### src/rtl/cpu_boot_ctrl_pkg.sv
// Package cpu_boot_pkg: shared definitions for the CPU boot sequencer.
//   - default sizes for instruction/data memory and the run counter
//   - byte strides of the two memories
//   - FSM state encoding
//   - helper turning a word index into a byte address
package cpu_boot_pkg;

   localparam int IMEM_WORDS_DEF      = 128;
   localparam int DMEM_WORDS_DEF      = 128;
   localparam int CNT_W_DEF           = 32;
   localparam int IMEM_BYTES_PER_WORD = 4;
   localparam int DMEM_BYTES_PER_WORD = 8;

   typedef enum logic [2:0] {
      ST_IDLE  = 3'd0,
      ST_LOAD  = 3'd1,
      ST_CLEAR = 3'd2,
      ST_RUN   = 3'd3,
      ST_DONE  = 3'd4
   } boot_state_e;

   // Byte address of word 'idx' in a memory with the given word stride.
   function automatic logic [63:0] word_byte_addr(input logic [63:0] idx,
                                                  input int unsigned bytes_per_word);
      return idx * 64'(bytes_per_word);
   endfunction

endpackage

### src/rtl/cpu_boot_ctrl_if.sv
// Interface cpu_boot_ctrl_if: program stream and external memory write ports of the boot sequencer.
//   s_valid/s_data/s_ready           program word stream (host -> sequencer)
//   imem_addr/imem_wen/imem_wdata    instruction memory external write port
//   dmem_addr/dmem_wen/dmem_wdata    data memory external write port
// modport master: the sequencer side; modport slave: host + CPU memory side.
interface cpu_boot_ctrl_if;

   logic        s_valid;
   logic        s_ready;
   logic [31:0] s_data;
   logic [63:0] imem_addr;
   logic        imem_wen;
   logic [31:0] imem_wdata;
   logic [63:0] dmem_addr;
   logic        dmem_wen;
   logic [63:0] dmem_wdata;

   modport master (
      input  s_valid, s_data,
      output s_ready, imem_addr, imem_wen, imem_wdata, dmem_addr, dmem_wen, dmem_wdata
   );

   modport slave (
      output s_valid, s_data,
      input  s_ready, imem_addr, imem_wen, imem_wdata, dmem_addr, dmem_wen, dmem_wdata
   );

endinterface

### src/rtl/cpu_boot_ctrl_index_counter.sv
// boot_index_counter: clearable, enabled up-counter with terminal-count compare.
// Walks the word index during program load and data-memory clear.
//   clk, arst_n   clock, asynchronous active-low reset
//   clr_i         synchronous clear (wins over en_i)
//   en_i          advance by one
//   term_i        terminal value; tc_o = (count_o == term_i)
//   count_o       current index
module boot_index_counter #(
   parameter int W = 8
) (
   input  logic         clk,
   input  logic         arst_n,
   input  logic         clr_i,
   input  logic         en_i,
   input  logic [W-1:0] term_i,
   output logic [W-1:0] count_o,
   output logic         tc_o
);

   logic [W-1:0] count_q;

   // Index register: clear has priority over advance.
   always_ff @(posedge clk or negedge arst_n) begin
      if (!arst_n) begin
         count_q <= {W{1'b0}};
      end else if (clr_i) begin
         count_q <= {W{1'b0}};
      end else if (en_i) begin
         count_q <= count_q + W'(1);
      end
   end

   assign count_o = count_q;
   assign tc_o    = (count_q == term_i);

endmodule

### src/rtl/cpu_boot_ctrl.sv
// cpu_boot_ctrl: owns the CPU's external memory ports and run enable.
// On start: stream prog_len words into instruction memory, zero-fill all of data memory,
// release the CPU from reset, run it for run_cycles enabled cycles (0 = until abort), then halt.
//   clk, arst_n          clock, asynchronous active-low reset
//   start, abort         one-cycle start pulse; level abort (wins over start)
//   prog_len, run_cycles sequence parameters, sampled on an accepted start
//   bus                  program stream + imem/dmem external write ports
//   cpu_rst_n, cpu_enable CPU reset (active low) and run enable
//   busy, done           status (busy in LOAD/CLEAR/RUN, done in DONE)
//   cycle_count          enabled cycles in the current/last run
module cpu_boot_ctrl
   import cpu_boot_pkg::*;
#(
   parameter int IMEM_WORDS = IMEM_WORDS_DEF,
   parameter int DMEM_WORDS = DMEM_WORDS_DEF,
   parameter int CNT_W      = CNT_W_DEF
) (
   input  logic                          clk,
   input  logic                          arst_n,
   input  logic                          start,
   input  logic                          abort,
   input  logic [$clog2(IMEM_WORDS+1)-1:0] prog_len,
   input  logic [CNT_W-1:0]              run_cycles,
   cpu_boot_ctrl_if.master               bus,
   output logic                          cpu_rst_n,
   output logic                          cpu_enable,
   output logic                          busy,
   output logic                          done,
   output logic [CNT_W-1:0]              cycle_count
);

   localparam int PL_W    = $clog2(IMEM_WORDS + 1);
   localparam int MAX_WDS = (IMEM_WORDS > DMEM_WORDS) ? IMEM_WORDS : DMEM_WORDS;
   localparam int IDX_W   = $clog2(MAX_WDS + 1);

   boot_state_e      state_q;
   logic [PL_W-1:0]  prog_len_q;
   logic [PL_W-1:0]  prog_len_d;
   logic [CNT_W-1:0] run_cycles_q;
   logic [CNT_W-1:0] cycle_count_q;
   logic [CNT_W-1:0] cycle_count_d;
   logic             imem_wen_q;
   logic [63:0]      imem_addr_q;
   logic [31:0]      imem_wdata_q;
   logic             dmem_wen_q;
   logic [63:0]      dmem_addr_q;
   logic             cpu_rst_n_q;
   logic             cpu_enable_q;
   logic             busy_q;
   logic             done_q;

   logic             idx_clr_s;
   logic             idx_en_s;
   logic [IDX_W-1:0] idx_term_s;
   logic [IDX_W-1:0] idx_s;
   logic             idx_tc_s;

   assign prog_len_d    = (prog_len > PL_W'(IMEM_WORDS)) ? PL_W'(IMEM_WORDS) : prog_len;
   assign cycle_count_d = cycle_count_q + CNT_W'(1);

   // Index counter control: only LOAD and CLEAR walk the index; it is parked at 0 elsewhere.
   always_comb begin
      idx_clr_s  = 1'b1;
      idx_en_s   = 1'b0;
      idx_term_s = {IDX_W{1'b0}};
      case (state_q)
         ST_LOAD: begin
            idx_term_s = IDX_W'(prog_len_q) - IDX_W'(1);
            idx_en_s   = bus.s_valid;
            idx_clr_s  = abort | (bus.s_valid & idx_tc_s);
         end
         ST_CLEAR: begin
            idx_term_s = IDX_W'(DMEM_WORDS - 1);
            idx_en_s   = 1'b1;
            idx_clr_s  = abort | idx_tc_s;
         end
         default: begin
            idx_clr_s  = 1'b1;
            idx_en_s   = 1'b0;
            idx_term_s = {IDX_W{1'b0}};
         end
      endcase
   end

   boot_index_counter #(.W(IDX_W)) u_index (
      .clk     (clk),
      .arst_n  (arst_n),
      .clr_i   (idx_clr_s),
      .en_i    (idx_en_s),
      .term_i  (idx_term_s),
      .count_o (idx_s),
      .tc_o    (idx_tc_s)
   );

   // Sequencer FSM with registered memory-port, CPU-control and status outputs.
   // Memory write strobes default low every cycle so each write is a single-cycle pulse;
   // the dmem write for a CLEAR cycle appears one cycle later, which keeps it clear of the
   // final imem write.
   always_ff @(posedge clk or negedge arst_n) begin
      if (!arst_n) begin
         state_q       <= ST_IDLE;
         prog_len_q    <= {PL_W{1'b0}};
         run_cycles_q  <= {CNT_W{1'b0}};
         cycle_count_q <= {CNT_W{1'b0}};
         imem_wen_q    <= 1'b0;
         imem_addr_q   <= 64'd0;
         imem_wdata_q  <= 32'd0;
         dmem_wen_q    <= 1'b0;
         dmem_addr_q   <= 64'd0;
         cpu_rst_n_q   <= 1'b0;
         cpu_enable_q  <= 1'b0;
         busy_q        <= 1'b0;
         done_q        <= 1'b0;
      end else begin
         imem_wen_q   <= 1'b0;
         imem_addr_q  <= 64'd0;
         imem_wdata_q <= 32'd0;
         dmem_wen_q   <= 1'b0;
         dmem_addr_q  <= 64'd0;
         if (abort && (state_q != ST_IDLE)) begin
            // cycle_count is deliberately held for post-mortem reads
            state_q      <= ST_IDLE;
            cpu_rst_n_q  <= 1'b0;
            cpu_enable_q <= 1'b0;
            busy_q       <= 1'b0;
            done_q       <= 1'b0;
         end else begin
            case (state_q)
               ST_IDLE, ST_DONE: begin
                  if (start) begin
                     prog_len_q    <= prog_len_d;
                     run_cycles_q  <= run_cycles;
                     cycle_count_q <= {CNT_W{1'b0}};
                     cpu_rst_n_q   <= 1'b0;
                     cpu_enable_q  <= 1'b0;
                     busy_q        <= 1'b1;
                     done_q        <= 1'b0;
                     state_q       <= (prog_len_d == {PL_W{1'b0}}) ? ST_CLEAR : ST_LOAD;
                  end
               end
               ST_LOAD: begin
                  if (bus.s_valid) begin
                     imem_wen_q   <= 1'b1;
                     imem_addr_q  <= word_byte_addr(64'(idx_s), IMEM_BYTES_PER_WORD);
                     imem_wdata_q <= bus.s_data;
                     if (idx_tc_s) begin
                        state_q <= ST_CLEAR;
                     end
                  end
               end
               ST_CLEAR: begin
                  dmem_wen_q  <= 1'b1;
                  dmem_addr_q <= word_byte_addr(64'(idx_s), DMEM_BYTES_PER_WORD);
                  if (idx_tc_s) begin
                     state_q     <= ST_RUN;
                     cpu_rst_n_q <= 1'b1;
                  end
               end
               ST_RUN: begin
                  // Enable is low only in the first RUN cycle: CPU leaves reset one cycle
                  // before its first enabled edge.
                  if (!cpu_enable_q) begin
                     cpu_enable_q <= 1'b1;
                  end else begin
                     cycle_count_q <= cycle_count_d;
                     if ((run_cycles_q != {CNT_W{1'b0}}) && (cycle_count_d == run_cycles_q)) begin
                        cpu_enable_q <= 1'b0;
                        busy_q       <= 1'b0;
                        done_q       <= 1'b1;
                        state_q      <= ST_DONE;
                     end
                  end
               end
               default: begin
                  state_q      <= ST_IDLE;
                  cpu_rst_n_q  <= 1'b0;
                  cpu_enable_q <= 1'b0;
                  busy_q       <= 1'b0;
                  done_q       <= 1'b0;
               end
            endcase
         end
      end
   end

   assign bus.s_ready    = (state_q == ST_LOAD);
   assign bus.imem_wen   = imem_wen_q;
   assign bus.imem_addr  = imem_addr_q;
   assign bus.imem_wdata = imem_wdata_q;
   assign bus.dmem_wen   = dmem_wen_q;
   assign bus.dmem_addr  = dmem_addr_q;
   assign bus.dmem_wdata = 64'd0;
   assign cpu_rst_n      = cpu_rst_n_q;
   assign cpu_enable     = cpu_enable_q;
   assign busy           = busy_q;
   assign done           = done_q;
   assign cycle_count    = cycle_count_q;

endmodule

### src/flat_wrapper.sv
// flat-port wrapper written by rule: the top's interface ports become plain ports
module cpu_boot_ctrl_flat import cpu_boot_pkg::*;
#(
   parameter int IMEM_WORDS = IMEM_WORDS_DEF,
   parameter int DMEM_WORDS = DMEM_WORDS_DEF,
   parameter int CNT_W      = CNT_W_DEF
)
  (clk, arst_n, start, abort, prog_len, run_cycles, cpu_rst_n, cpu_enable, busy, done, cycle_count, bus_s_valid, bus_s_data, bus_s_ready, bus_imem_addr, bus_imem_wen, bus_imem_wdata, bus_dmem_addr, bus_dmem_wen, bus_dmem_wdata);
  cpu_boot_ctrl_if bus_i ();
  input  logic clk;
  input  logic arst_n;
  input  logic start;
  input  logic abort;
  input  logic [$clog2(IMEM_WORDS+1)-1:0] prog_len;
  input  logic [CNT_W-1:0] run_cycles;
  output logic cpu_rst_n;
  output logic cpu_enable;
  output logic busy;
  output logic done;
  output logic [CNT_W-1:0] cycle_count;
  input wire logic [$bits(bus_i.s_valid)-1:0] bus_s_valid;
  input wire logic [$bits(bus_i.s_data)-1:0] bus_s_data;
  output wire logic [$bits(bus_i.s_ready)-1:0] bus_s_ready;
  output wire logic [$bits(bus_i.imem_addr)-1:0] bus_imem_addr;
  output wire logic [$bits(bus_i.imem_wen)-1:0] bus_imem_wen;
  output wire logic [$bits(bus_i.imem_wdata)-1:0] bus_imem_wdata;
  output wire logic [$bits(bus_i.dmem_addr)-1:0] bus_dmem_addr;
  output wire logic [$bits(bus_i.dmem_wen)-1:0] bus_dmem_wen;
  output wire logic [$bits(bus_i.dmem_wdata)-1:0] bus_dmem_wdata;
  assign bus_i.s_valid = bus_s_valid;
  assign bus_i.s_data = bus_s_data;
  assign bus_s_ready = bus_i.s_ready;
  assign bus_imem_addr = bus_i.imem_addr;
  assign bus_imem_wen = bus_i.imem_wen;
  assign bus_imem_wdata = bus_i.imem_wdata;
  assign bus_dmem_addr = bus_i.dmem_addr;
  assign bus_dmem_wen = bus_i.dmem_wen;
  assign bus_dmem_wdata = bus_i.dmem_wdata;
  cpu_boot_ctrl #(.IMEM_WORDS(IMEM_WORDS), .DMEM_WORDS(DMEM_WORDS), .CNT_W(CNT_W)) u_core (.clk(clk), .arst_n(arst_n), .start(start), .abort(abort), .prog_len(prog_len), .run_cycles(run_cycles), .bus(bus_i), .cpu_rst_n(cpu_rst_n), .cpu_enable(cpu_enable), .busy(busy), .done(done), .cycle_count(cycle_count));
endmodule
### config.mk
export PLATFORM = sky130hd
export DESIGN_NAME = cpu_boot_ctrl_flat
export DESIGN_NICKNAME = d
export VERILOG_FILES = /design/src/rtl/cpu_boot_ctrl_pkg.sv /design/src/rtl/cpu_boot_ctrl_if.sv /design/src/rtl/cpu_boot_ctrl_index_counter.sv /design/src/rtl/cpu_boot_ctrl.sv /design/src/flat_wrapper.sv
export SDC_FILE = /design/constraint.sdc
export NUM_CORES = 1
export LEC_CHECK = 0
export ABC_AREA = 1
export CAP_MARGIN = 20
export CORE_ASPECT_RATIO = 0.6
export CORE_MARGIN = 2
export CORE_UTILIZATION = 44
export CTS_CLUSTER_SIZE = 25
export DETAILED_ROUTE_END_ITERATION = 12
export PLACE_DENSITY = 0.82
export SLEW_MARGIN = 20
export SYNTH_ARGS = -nofsm -noshare
export SYNTH_HDL_FRONTEND = slang
export SYNTH_HIERARCHICAL = 1
export SYNTH_SLANG_ARGS = --single-unit
### constraint.sdc
create_clock -name clk -period 3 [get_ports clk]
set_input_delay 0.3 -clock clk [delete_from_list [all_inputs] [get_ports clk]]
set_output_delay 0.3 -clock clk [all_outputs]
set_load 0.1 [all_outputs]
## Yosys cells after proc, flatten, opt, wreduce, memory -nomap -nowiden

Index checks and enable logic that the tools add are counted.

- Output and inout bits: 263
- Register bits after elaboration: 249
- Bits in read-only memories: 0
- Bits in latches: 0
- Memories: 0
- Memory bits (writable): 0
- Logic and storage cells: 103
- Input bits: 77

- Mux-type cells: 48
- Div/mod/pow operators: 0
- Magnitude comparators: 1
- Reductions and logical operators: 17
- Bitwise gates (word level): 4
- Equal/unequal tests: 16
- Shift-type cells: 0
- Multiply operators: 0
- $add $sub $neg: 3

Operators with widths:

| cell | count |
|---|---|
| $mux W64 | 3 |
| $mux W32 | 5 |
| $pmux W32 S2 | 1 |
| $add A32 B1 Y32 const B | 1 |
| $eq A32 B32 Y1 | 1 |
| $reduce_bool A32 Y1 | 1 |
| $mux W8 | 3 |
| $mux W3 | 7 |
| $mux W1 | 18 |
| $pmux W8 S2 | 1 |
| $ne A3 B1 Y1 const B | 4 |
| $pmux W1 S3 | 4 |
| $pmux W3 S4 | 1 |
| $mux W11 | 1 |
| $mux W10 | 1 |
| $add A8 B1 Y8 const B | 1 |
| $eq A8 B8 Y1 | 1 |
| $gt A8 B8 Y1 const B | 1 |
| $logic_not A8 Y1 | 1 |
| $reduce_and A4 Y1 | 2 |
| $sub A8 B1 Y8 const B | 1 |
| $eq A3 B2 Y1 const B | 2 |
| $ne A2 B1 Y1 const B | 3 |
| $ne A3 B2 Y1 const B | 2 |
| other kinds (16) | 23 |

## Logic depth before layout (Yosys ltp)

- Word-level depth: 7
- Mapped depth: 21
- Gate-level depth less buffers: 21

## By module

The synthesis kept the hierarchy.

Modules (own cells, without submodules):

| module | cells each | instances | sequential area each (um^2) | area an instance (um^2) |
|---|---|---|---|---|
| cpu_boot_ctrl | 1077 | 1 | 3228.1 | 7975.1 |
| boot_index_counter | 73 | 1 | 200.2 | 554.3 |

## Least setup slack after synthesis

OpenSTA, ideal clock, no wires.

- Kind: reg-to-reg
- From: register u_core.state_q[0]
- To: register u_core.u_index.count_q[7] (netlist: u_core/u_index/count_o[7])
- Data required time: 2881 ps
- Path slack: 146 ps
- Path buffers: 0
- Stages on the path, launching flop included: 20
- Library setup time: 119 ps
- Arrival time: 2735 ps
- Period minus slack after synthesis: 2854 ps
- Cell sequence: dfrtp_1 -> inv_1 -> nor2_1 -> nand2_1 -> inv_1 -> o21ai_0 -> o21ai_0 -> xor2_1 -> nor2_1 -> nand2_1 -> nor2_1 -> inv_1 -> o211ai_1 -> nand2_1 -> inv_1 -> nor2_4 -> nor2_2 -> nand3_1 -> nand2_1 -> nor2_1

- Cells in the longest elaborated chain, start to end: 7
- Elaborated cells between the ends (all ways): 11
- Those cells by class: eq/ne (3); mux (4); bitwise (3); reduce/logical (1)

RTL lines:

| item | RTL line | text |
|---|---|---|
| from (decl) | cpu_boot_ctrl.sv:36 | `boot_state_e state_q;` |
| from (signal assigned) | cpu_boot_ctrl.sv:138 | `state_q <= (prog_len_d == {PL_W{1'b0}}) ? ST_CLEAR : ST_LOAD;` |
| $eq A3 B1 Y1 * | - |  |
| via bus_s_ready | flat_wrapper.sv:23 | `output wire logic [$bits(bus_i.s_ready)-1:0] bus_s_ready;` |
| $pmux W8 S2 * | cpu_boot_ctrl.sv:66 | `case (state_q)` |
| via u_core.idx_term_s[3] | cpu_boot_ctrl.sv:54 | `logic [IDX_W-1:0] idx_term_s;` |
| $eq A8 B8 Y1 * | cpu_boot_ctrl_index_counter.sv:34 | `assign tc_o = (count_q == term_i);` |
| via u_core.idx_tc_s | cpu_boot_ctrl.sv:56 | `logic idx_tc_s;` |
| $and A1 B1 Y1 | cpu_boot_ctrl.sv:70 | `idx_clr_s = abort \| (bus.s_valid & idx_tc_s);` |
| $or A1 B1 Y1 | cpu_boot_ctrl.sv:70 |  |
| $pmux W1 S2 * | cpu_boot_ctrl.sv:66 |  |
| via u_core.idx_clr_s | cpu_boot_ctrl.sv:52 | `logic idx_clr_s;` |
| $mux W8 / $reduce_bool A2 Y1 (equally long branches) | - |  |
| to (signal assigned) | cpu_boot_ctrl_index_counter.sv:25 | `count_q <= {W{1'b0}};` |
| to (signal assigned) | cpu_boot_ctrl_index_counter.sv:27 | `count_q <= {W{1'b0}};` |
| to (signal assigned) | cpu_boot_ctrl_index_counter.sv:29 | `count_q <= count_q + W'(1);` |
| to (decl) | cpu_boot_ctrl_index_counter.sv:20 | `logic [W-1:0] count_q;` |

The timed path passes the listed nets; every way through them passes the cells marked *.
A chain may end at the register's enable or synchronous reset.

## Worst setup path after layout

- From: register u_core.cycle_count_q[8] (netlist: u_core/cycle_count[8])
- To: register u_core.state_q[0]

- Cells in the longest elaborated chain, start to end: 5

RTL lines:

| item | RTL line | text |
|---|---|---|
| from (decl) | cpu_boot_ctrl.sv:40 | `logic [CNT_W-1:0] cycle_count_q;` |
| from (signal assigned) | cpu_boot_ctrl.sv:104 | `cycle_count_q <= {CNT_W{1'b0}};` |
| from (signal assigned) | cpu_boot_ctrl.sv:133 | `cycle_count_q <= {CNT_W{1'b0}};` |
| from (signal assigned) | cpu_boot_ctrl.sv:165 | `cycle_count_q <= cycle_count_d;` |
| $add A32 B1 Y32 | cpu_boot_ctrl.sv:59 | `assign cycle_count_d = cycle_count_q + CNT_W'(1);` |
| $eq A32 B32 Y1 | cpu_boot_ctrl.sv:166 | `if ((run_cycles_q != {CNT_W{1'b0}}) && (cycle_count_d == run_cycles_q)) begin` |
| $logic_and A1 B1 Y1 | cpu_boot_ctrl.sv:166 |  |
| $ne A3 B1 Y1 (no source line) | - |  |
| $reduce_and A6 Y1 (no source line) | - |  |

Every way passes these cells.

==> summary.txt <==
Status
  – Status: complete, no violations

Pwr
  – Cell Pwr Density: 807 nW/um^2
  – Max VDD drop: 513 uV
  – Leakage: 5.36 nW
  – Total Power: 8.28 mW

Critical path
  – Worst setup EP type: register
  – Critical path fanouts, max: 10
  – Critical Path RT: 3.32 ns
  – WS Path Type: register to register
  – Startpoint types: register
  – CP arrival: 3.06 ns

Clocking
  – Reg clk slew, reported paths: 0.07 ns
  – CTS sink count: 137
  – Later-pin clock latency in the skew report: 0.42 ns
  – CTS tree: done
  – Post-CTS Repair Setup Buffers: 0
  – H-tree depth: 4
  – CTS buffer count: 17
  – Clock tree buffer depth: 2
  – Root Driver: clkbuf_16

Timing
  – Final Max Slew Viols: 0
  – Hold_ws: 0.387 ns
  – Final Skew: 0.0136 ns
  – FMAX: 0.365 GHz
  – Setup violations, final: 0
  – Unrepaired setup endpoints after global routing: no
  – Worst rel slew slack: 31.8%
  – Final hold violations: 0
  – Tightest Pin Transition: 1.02 ns
  – Setup TNS: 0 ns
  – Final period util: 91.3%
  – Post-layout minimum cycle time: 2.74 ns

Synthesis
  – Most common cell in the netlist: nand2_1
  – Yosys top cell by area: dfrtp_1
  – Synth unique cells: 34
  – Gate Count Post-Synth: 1150
  – Synth top area cells: dfrtp_1 40%, buf_4 15%, nand2_1 13%
  – #FFs+latches synth: 137
  – Post-synth EDFFs: 0
  – FFs w/ async S/R, synth: 100%
  – Area fraction of the dominant cell type after synthesis: 40.2%
  – Cell area after synthesis: 8530 um^2
  – Seq/Total Area, Yosys: 40.2%
  – YS warnings: 6
  – Top FF cell, synth: dfrtp_1
  – Avg Synthesized Cell Area: 7.42 um^2
  – Post-synth top cells: 292 x nand2_1, 176 x buf_4, 146 x nor2_1

Placement
  – Placed Cells: 1551
  – GP Congestion: 1.01
  – Cell Area, Placed: 9670 um^2
  – HPWL Detailed: 18100 um
  – PortBufs: 163

Die
  – # rows: 39
  – Area of the core: 19000 um^2
  – Die height: 112 um
  – Starting Density: 44.8%
  – Full die area: 20600 um^2
  – # IOs: 340
  – Die extent in x: 184 um

GRT
  – Antenna violations before repair: 0
  – Vias in the first global route: 6713
  – Grt ovf: 0
  – Global Route Usage Sum: 23.2%
  – Largest net degree at the start of global routing: 72
  – First-pass GRT wire length: 36700 um

Layout
  – Final nets: 1405
  – Filler Cell Count: 1806
  – Area grow syn2layout: 20.3%
  – Post-Layout Cell Count: 1584
  – Final Cell Area: 10300 um^2
  – Share of post-route cells with drive strength above 1: 10.8%
  – Area of the multi-input gates: 3840 um^2
  – Register Area: 3430 um^2
  – N_diodes: 0

Hold path
  – Worst Hold Class: primary input to register

Detailed routing
  – Post-DRT Antenna Nets: 0
  – DR pass1 iterations: 5
  – Vias: 7475
  – WL/cell: 14.8 um
  – Routed wire length: 23400 um
  – Via/cell ratio: 4.72
  – Detailed router's first-iteration violation count: 819
  – Drt drc: 0

Run
  – Max cap viols: 0
==> cells in the final DEF (no fill, tap or decap), drive strengths merged, types with 2 or more instances in the layout <==
| master | netlist | layout |
|---|---|---|
| a21oi | 9 | 9 |
| a31oi | 2 | 2 |
| and2 | 4 | 4 |
| buf | 176 | 80 |
| clkbuf | 20 | 17 |
| clkdlybuf4s50 | 0 | 96 |
| clkinv | 2 | 6 |
| conb | 1 | 176 |
| dfrtp | 137 | 137 |
| ha | 3 | 3 |
| inv | 138 | 148 |
| nand2 | 300 | 300 |
| nand3 | 75 | 75 |
| nand3b | 12 | 12 |
| nand4 | 7 | 7 |
| nor2 | 162 | 162 |
| nor3 | 6 | 6 |
| nor4 | 2 | 2 |
| o21ai | 46 | 46 |
| o22ai | 23 | 23 |
| xnor2 | 3 | 3 |
| xnor3 | 3 | 3 |
| xor2 | 16 | 16 |
==> cell families (layout without fill, tap and decap cells) <==
family | count (synthesis) | after routing | synth area share (%)
adders and majority gates | 3 | 3 | 0.440
AOI/OAI and AO/OA | 83 | 83 | 5.32
and+or+nand+nor | 568 | 568 | 28.7
buffers and inverters | 336 | 349 | 22.5
DFF | 137 | 137 | 40.2
other | 1 | 176 | 0.0440
xor gates and xnor gates | 22 | 22 | 2.74
==> repair_timing <==
action                                  CTS  global route
endpoints found under the setup margin    0             3
resized for setup                         0             2
hold buffers                              1             0
endpoints found under the hold margin    69             0
==> metal layers <==
metal	track usage [%]	up-vias	wire length (um)
met5	0	-	0
met4	5.81	0	304
met3	6.67	24	2630
met2	31.9	395	9670
met1	35.4	3494	10800
li1	-	3562	-
==> final timing paths <==
check	startpoint	end	slack (ns)	cells after the start
setup / recovery	u_core/cycle_count[8]	u_core/state_q[0]	0.26	15
hold / removal	bus_s_data[23]	u_core/bus.imem_wdata[23]	0.39	3
setup reg to reg	u_core/cycle_count[8]	u_core/state_q[0]	0.26	15
hold reg to reg	u_core/done	u_core/done	0.49	2
max in group asynchronous	arst_n	u_core/cycle_count[23]	1.79	3
min in group asynchronous	arst_n	u_core/bus.imem_wdata[30]	0.44	2
==> through the flow <==
stage / worst slack [ns] / util [%]
after floorplan: 0.146 / -
after global placement: 0.445 / 50.8
after detailed placement: 0.298 / 50.8
after CTS: 0.277 / 53.9
after global routing: 0.0388 / 53.9
final: 0.260 / 53.9
==> worst max-delay path: stages (launching register included) <==
cell and delay [ns]:
dfrtp_1 0.47, nand2_1 0.15, nor2_1 0.31, nand2_2 0.16, nor2_8 0.21, nand3_1 0.13
nand3_1 0.10, nand2_1 0.06, nor2_1 0.31, nand2_1 0.10, nor2_1 0.16, nand3_2 0.13
nand2_4 0.12, nand2_2 0.08, nand2_1 0.08, nand2_1 0.05
==> power by group <==
part	total (mW)	switching (mW)	internal (mW)
Combinational	3.65	2.79	0.868
Clock	2.07	0.966	1.11
Sequential	2.56	0.362	2.19
Total	8.28	4.11	4.17
==> area by class of cell <==
type / count / share of cell area, %
Timing Repair Buffer: 177 / 15.5
Tap cell: 246 / 3.00
Clock inverter: 15 / 1.43
Multi-Input combinational cell: 852 / 37.4
Inverter: 140 / 5.12
Sequential cell: 137 / 33.4
Clock buffer: 17 / 4.15
==> flip-flops by register name (all words and copies together) (netlist names), 3 cells and up <==
register and cells:
u_core/bus.dmem_addr 8, u_core/bus.imem_addr 8, u_core/bus.imem_wdata 32, u_core/cycle_count 32
u_core/prog_len_q 8, u_core/run_cycles_q 32, u_core/state_q 3, u_core/u_index/count_o 8
No activity file was read; power rests on OpenSTA's default activity.
